[config.mk]
export PLATFORM = sky130hd
export DESIGN_NAME = dmem_cache
export DESIGN_NICKNAME = d
export VERILOG_FILES = /design/src/rtl/dmem_cache.sv
export SDC_FILE = /design/constraint.sdc
export NUM_CORES = 1
export LEC_CHECK = 0
export ABC_CLOCK_PERIOD_IN_PS = 2500
export BUFFER_PORTS_ARGS = -buffer_cell sky130_fd_sc_hd__buf_4
export CORE_MARGIN = 1
export CORE_UTILIZATION = 54
export DETAILED_ROUTE_END_ITERATION = 12
export GPL_TIMING_DRIVEN = 0
export PLACE_DENSITY = 0.78
export SLEW_MARGIN = 40
export SYNTH_ARGS = -nofsm -noshare
export SYNTH_HDL_FRONTEND = slang
export SYNTH_SLANG_ARGS = --single-unit
[constraint.sdc]
create_clock -name CLK -period 2.5 [get_ports CLK]
set_clock_uncertainty 0.05 [all_clocks]
set_input_delay 0.25 -clock CLK [delete_from_list [all_inputs] [get_ports CLK]]
set_output_delay 0.25 -clock CLK [all_outputs]
set_load 0.01 [all_outputs]
[src/rtl/dmem_cache.sv]
// Direct-mapped, write-back, write-allocate byte cache with eight 4-byte lines.
// Misses stall the CPU through busy_wait and move whole 32-bit blocks to and from memory.
module dmem_cache (
  input  logic        CLK,
  input  logic        RESET,
  input  logic        read,
  input  logic        write,
  input  logic [7:0]  address,
  input  logic [7:0]  write_data,
  output logic [7:0]  read_data,
  output logic        busy_wait,
  output logic        mem_read,
  output logic        mem_write,
  output logic [5:0]  mem_address,
  output logic [31:0] mem_writedata,
  input  logic [31:0] mem_readdata,
  input  logic        mem_busywait
);

  typedef enum logic [1:0] {StIdle, StWriteback, StFill} state_e;

  state_e      state_q;
  logic [7:0]  valid_q;
  logic [7:0]  dirty_q;
  logic [2:0]  tag_q  [8];
  logic [31:0] data_q [8];

  logic [2:0] req_tag;
  logic [2:0] index;
  logic [1:0] offset;
  logic [4:0] byte_lsb;
  logic       req;
  logic       hit;
  logic       idle_hit;

  always_comb begin
    req_tag  = address[7:5];
    index    = address[4:2];
    offset   = address[1:0];
    byte_lsb = {offset, 3'b000};
    req      = read | write;
    hit      = valid_q[index] && (tag_q[index] == req_tag);
    idle_hit = (state_q == StIdle) && hit;
  end

  always_comb begin
    busy_wait     = req & ~idle_hit;
    // A simultaneous read and write is a write, so no load data is returned.
    read_data     = (idle_hit && read && !write) ? data_q[index][byte_lsb +: 8] : 8'h00;
    mem_read      = (state_q == StFill);
    mem_write     = (state_q == StWriteback);
    mem_address   = (state_q == StWriteback) ? {tag_q[index], index} : {req_tag, index};
    mem_writedata = data_q[index];
  end

  always_ff @(posedge CLK) begin
    if (RESET) begin
      state_q <= StIdle;
      valid_q <= 8'h00;
      dirty_q <= 8'h00;
    end else begin
      unique case (state_q)
        StIdle: begin
          if (req) begin
            if (hit) begin
              if (write) begin
                data_q[index][byte_lsb +: 8] <= write_data;
                dirty_q[index]               <= 1'b1;
              end
            end else if (valid_q[index] && dirty_q[index]) begin
              state_q <= StWriteback;
            end else begin
              state_q <= StFill;
            end
          end
        end
        StWriteback: begin
          if (!mem_busywait) state_q <= StFill;
        end
        StFill: begin
          if (!mem_busywait) begin
            data_q[index]  <= mem_readdata;
            tag_q[index]   <= req_tag;
            valid_q[index] <= 1'b1;
            dirty_q[index] <= 1'b0;
            state_q        <= StIdle;
          end
        end
        default: state_q <= StIdle;
      endcase
    end
  end

endmodule

==> qor.tcl <==
set qor(final_wtd_congestion) 1.00
set qor(p_per_area_mw_per_mm2) 676
set qor(top_level_ports) 102
set qor(worst_setup_hold_path_clk_slew_ns) 0.06
set qor(cp_slowest_stage_delay_ns) 0.69
set qor(flow.area_growth_from_synthesis_pct) 29.0
set qor(asyncSetResetFlopFracSynth_pct) 0
set qor(horizontal_extent_of_the_die_um) 155
set qor(worst_slew_margin_rel_pct) 39.5
set qor(max-vdd-ir-drop_v) 0.000620
set qor(sequence_of_cells_on_the_critical_path) {buf_4 > nor2b_1 > clkbuf_1 > a221oi_1 > o221ai_4 > o21a_1 > o21ai_0 > a2111oi_4 > buf_4}
set qor(violations) {setup timing}
set qor(antenna_cells_inserted) 0
set qor(syn_area_mm2) 0.0127
set qor(numClockSinks) 298
set qor(grt_max_degree) 15
set qor(synthDistinctLibCells) 61
set qor(cp_common_cell) {buf_4}
set qor(synth_top_cell_area_share_pct) 66.1
set qor(cellInternalPower_mw) 8.37
set qor(ys_seq_elements) 298
set qor(critical_path_peak_fanout) 8
set qor(most_used_flip_flop_cell_after_synthesis) {edfxtp_1}
set qor(kind_of_path_behind_the_tightest_hold_check) {in -> reg}
set qor(cts-root-to-sink-buffers) 3
set qor(critical_path_at_ns) 2.84
set qor(run_status) {finished with violations}
set qor(drt_iter0_drc) 1518
set qor(hold_slack_ns) 0.0624
set qor(final-setup-viol-count) 482
set qor(detailedPlacementHpwl_mm) 26.5
set qor(pwr-share-clk_pct) 38.2
set qor(finalSetupTns_ns) -86.98
set qor(drv.max_cap_violation_count) 0
set qor(post_route_cells_drive_above_1_share_pct) 37.5
set qor(finalCritPeriodShare_pct) 125
set qor(synth_area_per_cell_um2) 14.9
set qor(globalRouteTotalUtil_pct) 34.4
set qor(share_seq_of_total_power_pct) 49.8
set qor(port_buffers) 100
set qor(p_sw_share_pct) 24.6
set qor(drtPass1Iterations) 6
set qor(clock_tree.root_cell) {clkbuf_16}
set qor(worst_hold_path.num_cells) 2
set qor(max_slew_violation_total_from_the_final_report) 0
set qor(number_of_global_route_vias_before_repair) 9059
set qor(core_area_mm2) 0.0228
set qor(setup_slack_ns) -0.637
set qor(worst_ep_required_time_ns) 2.20
set qor(hold_violations) 0
set qor(rsz0062_at_grt) {true}
set qor(setup.worst_path.start_class) {input port}
set qor(max_stage_delay_cell_worst_path) {clkbuf_1}
set qor(share_comb_of_total_power_pct) 12.0
set qor(die-area_mm2) 0.0242
set qor(layout_min_cycle_time_ns) 3.14
set qor(finalPower_mw) 11.1
set qor(postRouteWirelength_mm) 42.9
set qor(tritoncts) {yes}
set qor(worstRegToRegCells) 14
set qor(drc) 0
set qor(p_leak_nw) 5.91
set qor(synth_area_leader_cell) {edfxtp_1}
set qor(detailroute.via_count) 9550
set qor(clock_latency_ns) 0.56
set qor(postSynthNetCount) 909
set qor(finalNetCount) 1112
set qor(cts_inserted_buffers) 30
set qor(setup.worst_path.end_class) {output pin}
set qor(synthCells) 851
set qor(synth_most_common_cell) {edfxtp_1}
set qor(path_class) {in -> out}
set qor(std_cell_rows) 55
set qor(fmax_ghz) 0.319
set qor(cts.htree.levels) 1
set qor(yosys-top-cells-area) {edfxtp_1 66%, mux4_2 3.5%, dfxtp_1 2.8%}
set qor(drtAntennaViolNets) 0
set qor(worstMarginPinSlew_ns) 0.908
set qor(net-switching-power_mw) 2.73
set qor(synth-seq-area-share_pct) 69.0
set qor(grt_overflow) 0
set qor(via_count_normalized_by_instance_count) 6.87
set qor(wire_length_of_the_first_global_routing_pass_mm) 58.4
set qor(grt_antenna_before_repair) 1
set qor(synth_edf_count) 280
set qor(synthesis.yosys.warnings) 0
set qor(initial_core_util_pct) 55.6
set qor(synth_common_cells) {280 x edfxtp_1, 77 x nand2_1, 62 x nor2_1}
set qor(die_height_um) 155
set qor(detail_route.wl_per_cell_um) 30.8
-- cell usage in the layout (no fill, tap or decap), drive strengths merged, types with 3 or more instances in the layout --
cell type,count
nor2,63
nand2b,6
mux4,20
a22o,20
o22a,4
nor3b,3
nand2,77
and3,5
edfxtp,280
o21ai,25
mux2,28
or2,4
a221oi,35
a221o,6
nor4b,5
nand3,20
mux2i,28
o2bb2ai,3
buf,201
inv,21
o22ai,23
a21oi,9
clkinv,14
a2111oi,5
a22oi,17
dfxtp,18
a31oi,5
nor2b,16
ha,5
o221ai,5
o31ai,11
dlygate4sd3,5
o21a,4
clkbuf,60
nor4,3
-- final timing paths --
path / slack (ns) / startpoint / end
hold reg to reg: 0.45 / valid_q[5] / valid_q[5]
setup reg to reg: -0.38 / tag_q[1][2] / data_q[7][31]
hold / removal: 0.06 / mem_readdata[9] / data_q[4][9]
setup / recovery: -0.64 / address[4] / read_data[6]
-- per-layer routing --
layer	share of wire [%]	global-route usage (%)
met1	33	44.2
met2	44	51.1
met3	16	11.6
met4	7.4	20.1
met5	0.093	0
-- kinds of logic after synthesis --
logic type | share of synthesized area, %
compound gates | 11.1
mux | 8.23
flops | 69.0
fa+ha+maj | 0.492
buf+inv | 2.99
simple gates | 8.09
xor+xnor | 0.128
-- through the flow --
stage                     setup slack, ns  instance area [um^2]  cells  util [%]
after global placement              -1.19                 13900   1264      60.7
after global routing               -0.612                 16400   1391      71.8
after CTS                          -0.468                 15800   1362      69.3
after floorplan                  -0.00680                 12700    851         -
after detailed placement            -1.17                 13900   1264      60.9
final                              -0.637                 16400   1391      71.8
-- final cells by class --
| cell class | count | area (um^2) |
|---|---|---|
| multi-input cells | 478 | 4150 |
| repair buffers | 172 | 1670 |
| fillers | 1362 | 6440 |
| inverters | 19 | 73.8 |
| clock buffers | 39 | 836 |
| clock inverters | 17 | 87.6 |
| plain buffers | 55 | 432 |
| well taps | 313 | 392 |
| flip-flops and latches | 298 | 8770 |
-- power by group through the flow --
| stage | logic (mW) | registers [mW] | clock network (mW) |
|---|---|---|---|
| after floorplan | 0.535 | 5.63 | 0 |
| after global placement | 0.986 | 5.63 | 0 |
| after detailed placement | 1.01 | 5.63 | 0 |
| after CTS | 1.16 | 5.53 | 4.18 |
| after global routing | 1.36 | 5.53 | 4.39 |
| final | 1.33 | 5.53 | 4.24 |
-- registers in the layout, indices dropped and copies added (netlist names), named ones only --
name / flops
tag_q: 24
state_q: 2
data_q: 256
valid_q: 8
-- critical path: cells and delay by family --
kind / cells / cell delay [ns]
simple gates: 1 / 0.11
buf+inv: 3 / 1.04
compound gates: 5 / 1.43
-- what timing repair did --
action	4_1_cts	5_1_grt
endpoints found under the setup margin	521	356
hold buffers	5	0
pin swaps	35	29
resized for setup	132	51
hold endpoints to repair	26	0
buffers inserted	38	33
gates cloned	0	0
Note: power is estimated with default switching activity, not from simulation.
